==> src/rtl/tag_serializer.sv <==
// Buffers {chan, time} tag records in a small FIFO and sends each one as a 5-byte,
// MSB-first packet to one writer port of the host output mux. Overflow drops are counted.
module tag_serializer #(
    parameter int FIFO_AW = 4
) (
    input  logic               clk_i,
    input  logic               nreset_i,
    input  logic [35:0]        tag_time_i,
    input  logic [3:0]         tag_chan_i,
    input  logic               tag_strobe_i,
    input  logic               enable_i,
    input  logic               lost_clr_i,
    output logic [7:0]         omux_data_o,
    output logic               omux_req_o,
    input  logic               omux_sel_i,
    output logic [15:0]        lost_o,
    output logic [FIFO_AW:0]   fifo_level_o
);

    localparam int DEPTH = 2 ** FIFO_AW;
    localparam logic [FIFO_AW:0]   FULL_LEVEL = (FIFO_AW + 1)'(DEPTH);
    localparam logic [FIFO_AW:0]   LVL_ONE    = (FIFO_AW + 1)'(1);
    localparam logic [FIFO_AW-1:0] PTR_ONE    = FIFO_AW'(1);

    typedef enum logic [1:0] {
        ST_IDLE,
        ST_LOAD,
        ST_SEND
    } state_t;

    state_t              state_reg, state_next;
    logic [39:0]         shift_reg, shift_next;
    logic [2:0]          cnt_reg, cnt_next;

    logic [39:0]         mem [DEPTH];
    logic [39:0]         rd_data_reg;
    logic [FIFO_AW-1:0]  wr_ptr_reg, rd_ptr_reg;
    logic [FIFO_AW:0]    level_reg;
    logic [15:0]         lost_reg;

    logic                full;
    logic                empty;
    logic                push;
    logic                drop;
    logic                pop;

    // Full is judged on the pre-pop level, so a write while full is lost even on a pop cycle.
    assign full  = (level_reg == FULL_LEVEL);
    assign empty = (level_reg == '0);
    assign push  = tag_strobe_i & enable_i & ~full;
    assign drop  = tag_strobe_i & enable_i & full;

    // Storage has no reset so it maps onto block RAM; the read port is registered.
    always_ff @(posedge clk_i) begin
        if (push) begin
            mem[wr_ptr_reg] <= {tag_chan_i, tag_time_i};
        end
        if (pop) begin
            rd_data_reg <= mem[rd_ptr_reg];
        end
    end

    always_ff @(posedge clk_i or negedge nreset_i) begin
        if (!nreset_i) begin
            wr_ptr_reg <= '0;
            rd_ptr_reg <= '0;
            level_reg  <= '0;
        end else begin
            if (push) begin
                wr_ptr_reg <= wr_ptr_reg + PTR_ONE;
            end
            if (pop) begin
                rd_ptr_reg <= rd_ptr_reg + PTR_ONE;
            end
            case ({push, pop})
                2'b10:   level_reg <= level_reg + LVL_ONE;
                2'b01:   level_reg <= level_reg - LVL_ONE;
                default: level_reg <= level_reg;
            endcase
        end
    end

    // A clear coinciding with a drop leaves exactly that one drop counted.
    always_ff @(posedge clk_i or negedge nreset_i) begin
        if (!nreset_i) begin
            lost_reg <= '0;
        end else if (lost_clr_i) begin
            lost_reg <= drop ? 16'd1 : 16'd0;
        end else if (drop && (lost_reg != 16'hFFFF)) begin
            lost_reg <= lost_reg + 16'd1;
        end
    end

    always_ff @(posedge clk_i or negedge nreset_i) begin
        if (!nreset_i) begin
            state_reg <= ST_IDLE;
            shift_reg <= '0;
            cnt_reg   <= '0;
        end else begin
            state_reg <= state_next;
            shift_reg <= shift_next;
            cnt_reg   <= cnt_next;
        end
    end

    always_comb begin
        state_next = state_reg;
        shift_next = shift_reg;
        cnt_next   = cnt_reg;
        pop        = 1'b0;
        case (state_reg)
            ST_IDLE: begin
                if (!empty) begin
                    pop        = 1'b1;
                    state_next = ST_LOAD;
                end
            end
            ST_LOAD: begin
                shift_next = rd_data_reg;
                cnt_next   = 3'd0;
                state_next = ST_SEND;
            end
            ST_SEND: begin
                if (omux_sel_i) begin
                    shift_next = {shift_reg[31:0], 8'h00};
                    cnt_next   = cnt_reg + 3'd1;
                    if (cnt_reg == 3'd4) begin
                        state_next = ST_IDLE;
                    end
                end
            end
            default: begin
                state_next = ST_IDLE;
            end
        endcase
    end

    // Request is the SEND state itself, so it falls with the asynchronous reset.
    // The byte path is combinational from sel: the mux samples in the cycle it grants.
    assign omux_req_o   = (state_reg == ST_SEND);
    assign omux_data_o  = (omux_sel_i && (state_reg == ST_SEND)) ? shift_reg[39:32] : 8'h00;
    assign lost_o       = lost_reg;
    assign fifo_level_o = level_reg;

endmodule
==> config.mk <==
export PLATFORM = sky130hd
export DESIGN_NAME = tag_serializer
export DESIGN_NICKNAME = d
export VERILOG_FILES = /design/src/rtl/tag_serializer.sv
export SDC_FILE = /design/constraint.sdc
export NUM_CORES = 1
export LEC_CHECK = 0
export CAP_MARGIN = 25
export CORE_MARGIN = 2
export CORE_UTILIZATION = 35
export DETAILED_ROUTE_END_ITERATION = 8
export DONT_BUFFER_PORTS = 1
export GPL_ROUTABILITY_DRIVEN = 0
export PLACE_DENSITY = 0.56
export SYNTH_ARGS = -nofsm -noshare
export SYNTH_HDL_FRONTEND = slang
export SYNTH_SLANG_ARGS = --single-unit
export TNS_END_PERCENT = 100
==> constraint.sdc <==
create_clock -name clk_i -period 5.5 [get_ports clk_i]
set_input_delay 1.375 -clock clk_i [delete_from_list [all_inputs] [get_ports clk_i]]
set_output_delay 1.375 -clock clk_i [all_outputs]
set_load 0.01 [all_outputs]
; Yosys cells after proc, flatten, opt, wreduce, memory -nomap -nowiden
; Memories as Yosys holds them, arrays and structs flattened. A register that Yosys moved wholly into a read port is not among the register bits.
; Cells that the tools add are included.
[op_classes]
addsub = 6
eq_ne = 10
mux = 17
bitwise_logic = 4
n_reduce_logical = 9
[op_table]
columns = op, n
row1 = $pmux W40 S2, 1
row2 = $mux W40, 1
row3 = $mux W16, 2
row4 = $add A16 B1 Y16 const B, 1
row5 = $ne A16 B16 Y1 const B, 1
row6 = $pmux W5 S2, 1
row7 = $add A4 B1 Y4 const B, 2
row8 = $mux W8, 1
row9 = $mux W2, 3
row10 = $pmux W2 S3, 1
row11 = $pmux W3 S2, 1
row12 = $reduce_bool A2 Y1, 3
row13 = $add A5 B1 Y5 const B, 1
row14 = $eq A5 B5 Y1 const B, 1
row15 = $logic_not A5 Y1, 1
row16 = $mux W1, 5
row17 = $sub A5 B1 Y5 const B, 1
row18 = $eq A2 B1 Y1 const B, 2
row19 = $eq A2 B2 Y1 const B, 2
row20 = $ne A2 B1 Y1 const B, 2
row21 = $add A3 B1 Y3 const B, 1
row22 = $and A1 B1 Y1, 3
row23 = $eq A3 B3 Y1 const B, 1
row24 = $mux W3, 1
row25 = 6 further kinds, 7
[word_totals]
register_bits = 74
ramBits = 640
in_bits = 46
out_inout_bits = 30
wordCells = 54
memories = 1
[mem_list]
columns = memory, words, word_bits, read_ports, rd_clocked_by_memory_dff, wr, line_no
row1 = mem, 16, 40, 1, 1, 1, 35  ; logic [39:0] mem [DEPTH];

; Longest topological paths before layout
; Gate-level depths: netlist (run 1).
[depth]
depth_word = 5
depth_mapped = 12
ltp_nobuf = 10

; Least setup slack after synthesis (run 1)
; OpenSTA, ideal clock, no wires.
[synth_path]
kind = reg-to-reg
start = register level_reg[2], in the netlist fifo_level_o[2]
end = register level_reg[4], in the netlist fifo_level_o[4]
setup_ns = 0.080
arrival_ns = 6.090
t_required_ns = 5.420
slack_ns = -0.670
stages_incl_launch_ff = 12
path_buffers = 2
period_less_slack_ns = 6.170
cell_sequence = dfrtp_1 > buf_2 > nor4_4 > a211oi_1 > ha_1 > clkbuf_1 > xor2_1 > ha_1 > a21boi_0 > o32ai_1 > nor4b_1 > xnor2_1
[synth_via]
elab_chain_len = 5
elab_cells_between_ends = 12
classes_between = add/sub: 2 / eq/ne: 3 / mux: 3 / bitwise: 2 / reduce/logical: 2
[synth_lines]
columns = element, line_no
row1 = from (decl), 38  ; logic [FIFO_AW:0] level_reg;
row2 = from (signal assigned), 76  ; 2'b10: level_reg <= level_reg + LVL_ONE;
row3 = from (signal assigned), 77  ; 2'b01: level_reg <= level_reg - LVL_ONE;
row4 = from (signal assigned), 78  ; default: level_reg <= level_reg;
row5 = $logic_not A5 Y1 *, 49  ; assign empty = (level_reg == '0);
row6 = $mux W1 *, 113  ; if (!empty) begin
row7 = $mux W1 *, 111  ; case (state_reg)
row8 = net pop, 45  ; logic pop;
row9 = $eq A2 B1 Y1 / $eq A2 B2 Y1 (equally long branches), 75  ; case ({push, pop})
row10 = $pmux W5 S2 / $reduce_bool A2 Y1 (equally long branches), n/a
; The timed path passes the listed nets; every way through them passes the cells marked *.
; A chain may end at the register's enable or synchronous reset.

; Worst setup path after layout (run 1)
[layout_path]
start = register level_reg[1], in the netlist fifo_level_o[1]
end = register level_reg[4], in the netlist fifo_level_o[4]
[layout_via]
elab_chain_len = 5
elab_cells_between_ends = 12
classes_between = add/sub: 2 / eq/ne: 3 / mux: 3 / bitwise: 2 / reduce/logical: 2
[layout_lines]
columns = element, line_no
row1 = $logic_not A5 Y1 / $eq A5 B5 Y1 (equally long branches), "49, 48"
row2 = $mux W1 / $not A1 Y1 (equally long branches), "113, 50"
row3 = $mux W1 / $and A1 B1 Y1 (equally long branches), "111, 50"
row4 = $eq A2 B1 Y1 / $eq A2 B2 Y1 (equally long branches), 75
row5 = $pmux W5 S2 / $reduce_bool A2 Y1 (equally long branches), n/a
; Several ways; a longest one is shown, not always the timed one.

==> results of run 1 <==
==> logic make-up (layout without fill, tap and decap cells) <==
group           count (synthesis)  in the layout  share of synthesized area [%]
compound gates                240            240                          5.635
mux                           290            290                          13.27
fa+ha+maj                      12             12                         0.5080
xor+xnor                       11             11                         0.3260
flops                         754            754                          75.36
buf+inv                       108            192                          1.588
simple gates                  205            205                          3.315
==> critical path: cells and delay by family (launching register included) <==
family | cells | cell delay [ns]
AO/OA/AOI/OAI | 2 | 0.99
adder cells (fa/ha/maj) | 2 | 0.67
AND/OR/NAND/NOR | 3 | 0.92
flip-flops | 1 | 0.60
XOR/XNOR | 1 | 0.13
buffers and inverters | 1 | 0.16
==> cell type report <==
cell class              count  share of cell area (%)
flip-flops and latches    754                   66.11
multi-input cells         758                   20.67
clock buffers             100                   6.411
well taps                1134                   4.210
clock inverters            47                   1.273
repair buffers             34                   1.203
inverters                  11                  0.1225
==> worst paths after layout <==
| kind | startpoint | endpoint | slack (ns) |
|---|---|---|---|
| max | fifo_level_o[1] | fifo_level_o[4] | 1.91 |
| min | nreset_i | lost_o[15] | 0.45 |
| max reg2reg | fifo_level_o[1] | fifo_level_o[4] | 1.91 |
| min reg2reg | shift_reg[33] | shift_reg[33] | 0.47 |
| max in group asynchronous | nreset_i | rd_ptr_reg[2] | 4.89 |
| min in group clk_i | shift_reg[33] | shift_reg[33] | 0.47 |
==> cell usage in the layout (no fill, tap or decap), types with 6 or more instances in the layout <==
cell | synthesis | layout
edfxtp_1 | 680 | 680
inv_1 | 11 | 10
nor2b_1 | 15 | 13
ha_1 | 12 | 12
nor2_4 | 0 | 12
nand2_1 | 100 | 100
dfrtp_1 | 74 | 70
nand4_1 | 6 | 6
a21oi_1 | 14 | 14
buf_12 | 0 | 12
mux2_2 | 15 | 15
a221oi_1 | 80 | 80
clkinv_2 | 0 | 16
nand2b_1 | 8 | 8
mux2i_1 | 195 | 195
clkinv_1 | 0 | 15
clkbuf_1 | 52 | 15
clkbuf_16 | 0 | 83
xnor2_1 | 7 | 7
nand3_1 | 9 | 9
o21ai_0 | 79 | 79
and3_1 | 10 | 10
o22ai_1 | 8 | 8
a211oi_1 | 9 | 8
bufinv_16 | 0 | 6
a22oi_1 | 40 | 40
buf_4 | 2 | 22
mux4_2 | 80 | 80
nor2_1 | 30 | 18
==> layer usage <==
metal / track usage (%) / part of all wire, %
met1: 20.14 / 43
met2: 25.49 / 49
met3: 3.348 / 6.0
met4: 3.571 / 1.3
met5: 0 / 0
==> power breakdown <==
part           total [mW]  internal (mW)  switching (mW)
logic                4.51           1.82            2.70
registers            7.49           7.02           0.468
clock network        5.28           3.09            2.20
==> per-stage QoR <==
step	setup slack, ns	hold slack (ns)	cells	total power [mW]	area (um2)
2_1_floorplan	0.2084	0.4423	1620	10.71	29560
3_3_place_gp	1.372	0.4637	2690	12.10	31090
3_5_place_dp	1.332	0.4660	2691	12.18	31110
4_1_cts	1.965	0.3991	2838	17.48	33700
5_1_grt	1.599	0.4146	2838	18.10	33700
6_report	1.911	0.4460	2838	17.28	33700
==> results.md, run 1 <==
* Status: finished, final reports clean
* I/O pin cnt at 76
* Power density over cell area at 512.9 nW/um2
* Largest cells by area after synthesis: edfxtp_1, mux2i_1, dfrtp_1, mux4_2, a221oi_1
* Max reg flops at 640
* Cell Chain, Critical Path: nor4_4, a21oi_1, inv_1, ha_1, ha_1, or4b_2, o32ai_1, nor4b_1, xnor2_1
* H-tree Lvls at 3
* Most frequent cells after synthesis: edfxtp_1, mux2i_1, nand2_1, a221oi_1, mux4_2
* Type of the worst min-delay path: input port to async pin
* Final Hold Fails at 0
* Cell mode on critical path: ha_1
* Synth area leader: edfxtp_1
* GRT Overall Usage at 15.20%
* Rows at 106
* Count leader, synth: edfxtp_1
* # DRC at 0
* Post-synth cell types at 49
* Sequential-to-total area share from yosys stat at 75.36%
* CTS Hold Bufs at 0
* Post-CTS Resized at 0
* Ys flop type: edfxtp_1
* Antenna violations before repair at 0
* First-pass GRT wire length at 97.99 mm
* RSZ-0062 raised after global routing: no
* Slowest CP cell: a21oi_1
* Post-CTS setup repair buffer count at 0
* Post-Syn Area at 29,550 um2
* Drt initial violations at 1,223
* Final setup fails at 0
* Pleak at 11.23 nW
* Vias in the first global route at 15,070
* DR vias at 14,670
* Synth warn at 0
* Setup TNS at 0 ns
* Max_slew headroom at 32.55%
* Worst skew pair latency at 0.63 ns
* Arrival time worst endpoint at 4.09 ns
* Worst Tran Pin Value at 1.012 ns
* Async set-reset flop share out of synthesis at 9.814%
* Core Box Area at 83,690 um2
* Sequential Area at 22,280 um2
* Die area at 86,780 um2
* Clock slew at reported path FFs at 0.06 ns
* Required time at the worst-slack endpoint at 6.00 ns
* Fill cells at 7,400
* Vias per cell at 5.167
* Die width at 294.6 um
* Maximum fanout along the worst path at 13
* Fin crit period at 3.589 ns
* Final Skew at 0.02861 ns
* Syn Area/Cell at 18.24 um2
* Share of cells above drive strength 1 at 16.26%
* Initial Util at 35.32%
* Final HPWL DP at 36.39 mm
* Crit Path Category: flip-flop to flip-flop
* 1st-pass router iterations at 5
* Post-synth EDFFs at 680
* Global route total overflow at 0
* Final wirelength at 65.58 mm
* Fin. max-slew vios at 0
* Largest net degree at the start of global routing at 105
* # port buffers at 0
* Worst R2R Path Depth at 9
* Worst setup SP type: flip-flop
* Area delta synth->final at 14.03%
* Wire per inst at 23.11 um
* Die Height at 294.6 um
* Ant diodes at 0
* Period Utilization, post-route at 65.25%
* Clock Sinks at 754
* Flops & latches, synth at 754
* Cells after synthesis at 1,620
* CTS tree: done
* CP endpoint kind: flip-flop
* Max Fclk at 0.2787 GHz
* DRT antenna net count at 0
* Fin util at 40.27%
* Worst path max stage delay at 0.83 ns
* Post-Syn Nets at 1,678
* Max VDD drop at 0.0002976 V
* Max-Cap Viols at 0
* Root buf cell: clkbuf_16
* Clock Tree Buf Depth at 3
* Multi-input logic area at 6965 um2
* Final #Nets at 1,698
* CTS buffer count at 81
* Area share of the largest cell type after synthesis at 69.09%
No activity file was read; power rests on OpenSTA's default activity.
==> inputs of run 2 (changes only) <==
--- a/config.mk
+++ b/config.mk
@@ -11,7 +11,7 @@
 export DETAILED_ROUTE_END_ITERATION = 8
 export DONT_BUFFER_PORTS = 1
 export GPL_ROUTABILITY_DRIVEN = 0
-export PLACE_DENSITY = 0.56
+export PLACE_DENSITY = 0.54
 export SYNTH_ARGS = -nofsm -noshare
 export SYNTH_HDL_FRONTEND = slang
 export SYNTH_SLANG_ARGS = --single-unit
==> constraint.sdc (replaced) <==
create_clock -name clk_i -period 3.52 [get_ports clk_i]
set_input_delay 0.88 -clock clk_i [delete_from_list [all_inputs] [get_ports clk_i]]
set_output_delay 0.88 -clock clk_i [all_outputs]
set_load 0.01 [all_outputs]
==> run 2 against run 1 <==
Effect of this change: first-iteration DRC count shrank 6.0%; via count increased by 1.6%; largest cell class unchanged; cell count is 0.60% higher; highest routed layer unchanged; non-clock buffer count up 21; critical path type is now flip-flop to primary output.
==> results.md, run 2 (same netlist as run 1, synthesis figures left out) <==
* Max-Cap Viols at 0 (unchanged)
* Post-CTS Resized at 0 (unchanged)
* Inst Count DP at 2,711 (+0.74%)
* I/O pin cnt at 76 (unchanged)
* Fin. max-slew vios at 0 (unchanged)
* Global route total overflow at 0 (unchanged)
* Place WS at 0.4679 ns (-0.8642 ns)
* CTS Hold Bufs at 1 (+1)
* Commonest non-fill, non-tap cell in the layout: edfxtp_1
* Vias per cell at 5.220 (+1.0%)
* GRT Overall Usage at 15.82% (+0.62 points)
* Max VDD drop at 0.0005192 V (+74%)
* Vias in the first global route at 15,120 (+0.35%)
* DRT antenna net count at 0 (unchanged)
* Die area at 86,780 um2 (unchanged)
* Maximum fanout along the worst path at 21 (+8)
* CP endpoint kind: primary output
* RR Endpoint: fifo_level_o[4]
* Final setup fails at 0 (unchanged)
* 1st-pass router iterations at 5 (unchanged)
* CTS tree: done
* Wire per inst at 23.82 um (+3.1%)
* Final #Nets at 1,718 (+1.2%)
* Worst Setup SP: state_reg[1]
* Final WS setup at 0.4421 ns (-1.469 ns)
* Ant diodes at 0 (unchanged)
* Max Fclk at 0.3249 GHz
* Required time at the worst-slack endpoint at 2.64 ns (-3.36 ns)
* Area delta synth->final at 14.24%
* Max_slew headroom at 47.29% (+15 points)
* Period Utilization, post-route at 87.44%
* Worst skew pair latency at 0.62 ns (about the same)
* Final Power at 26.83 mW (+55%)
* Fill cells at 7,383 (-0.23%)
* Post-CTS setup repair buffer count at 0 (unchanged)
* First-pass GRT wire length at 100.4 mm (+2.5%)
* Clock slew at reported path FFs at 0.06 ns (about the same)
* Pleak at 11.28 nW (+0.44%)
* RR Startpoint: fifo_level_o[1]
* Max reg flops at 640 (unchanged)
* Final HPWL DP at 37.92 mm (+4.2%)
* Final wirelength at 68.01 mm (+3.7%)
* End point of the critical path: omux_data_o[4]
* Crit Path Category: flip-flop to primary output
* Core Box Area at 83,690 um2 (unchanged)
* Power density over cell area at 794.6 nW/um2 (+55%)
* Status: finished, final reports clean
* Clock Sinks at 754 (unchanged)
* Die width at 294.6 um (unchanged)
* Root buf cell: clkbuf_16
* Share of cells above drive strength 1 at 16.73% (+0.48 points)
* Drt initial violations at 1,150 (-6.0%)
* Die Height at 294.6 um (unchanged)
* RSZ-0062 raised after global routing: no
* DR vias at 14,900 (+1.6%)
* Clock Tree Buf Depth at 3 (unchanged)
* Setup TNS at 0 ns (unchanged)
* CTS buffer count at 80 (-1.2%)
* Rows at 106 (unchanged)
* Worst Tran Pin Value at 0.7907 ns (-0.2211 ns)
* Initial Util at 35.32% (unchanged)
* Largest net degree at the start of global routing at 75 (-29%)
* # port buffers at 0 (unchanged)
* Type of the worst min-delay path: input port to async pin
* Final Hold Fails at 0 (unchanged)
* Fin cells at 2,855 (+0.60%)
* Post-place instance area at 31,300 um2 (+0.60%)
* R2R Setup Slk at 0.47 ns (-1.44 ns)
* Sequential Area at 22,280 um2 (unchanged)
* Worst R2R Path Depth at 10 (+1)
* Arrival time worst endpoint at 2.20 ns (-1.89 ns)
* Most frequent cells in the layout: edfxtp_1, mux2i_1, nand2_1, clkbuf_16
* Design Area, Final at 33,760 um2 (+0.18%)
* Worst setup SP type: flip-flop
* Multi-input logic area at 6990 um2 (+0.36%)
* Final Skew at 0.01893 ns (-0.009672 ns)
* # DRC at 0 (unchanged)
* Antenna violations before repair at 0 (unchanged)
* Fin crit period at 3.078 ns
* H-tree Lvls at 3 (unchanged)
[run 2: worst min path at each step]
stage | end | startpoint
2_1_floorplan | shift_reg[32] | shift_reg[32]
3_3_place_gp | shift_reg[13] | shift_reg[13]
3_5_place_dp | shift_reg[17] | shift_reg[17]
4_1_cts | lost_o[13] | nreset_i
5_1_grt | lost_o[15] | nreset_i
6_report | lost_o[15] | nreset_i
[run 2: layer usage]
| metal | track usage, % | vias to the layer above | wire length, um |
|---|---|---|---|
| met5 | 0 | - | 0 |
| met4 | 5.015 | 0 | 1565 |
| met3 | 3.341 | 99 | 3854 |
| met2 | 25.60 | 347 | 32590 |
| met1 | 21.36 | 7822 | 30010 |
| li1 | - | 6635 | - |
[run 2: power breakdown]
part	total [mW]	internal [mW]	switching (mW)
combinational	7.20	2.97	4.23
sequential	11.8	11.0	0.787
clock	7.87	4.50	3.37
total	26.8	18.4	8.39
[run 2: final cells by class]
cell class | instances | share of cell area, %
well taps | 1134 | 4.202
repair buffers | 55 | 1.764
inverters | 11 | 0.1223
flip-flops and latches | 754 | 65.99
clock buffers | 103 | 6.307
clock inverters | 40 | 0.9042
multi-input cells | 758 | 20.70
[run 2: through the flow]
step	hold slack (ns)	util [%]
after floorplan	0.4423	-
after global placement	0.4625	37.40
after detailed placement	0.4724	37.40
after CTS	0.1321	40.34
after global routing	0.1622	40.34
final	0.1372	40.34
[run 2: worst max-delay path: stages, from the launching register on]
cell and delay [ns]:
dfrtp_1 0.39, buf_4 0.26, nor2b_4 0.62, and3_1 0.32
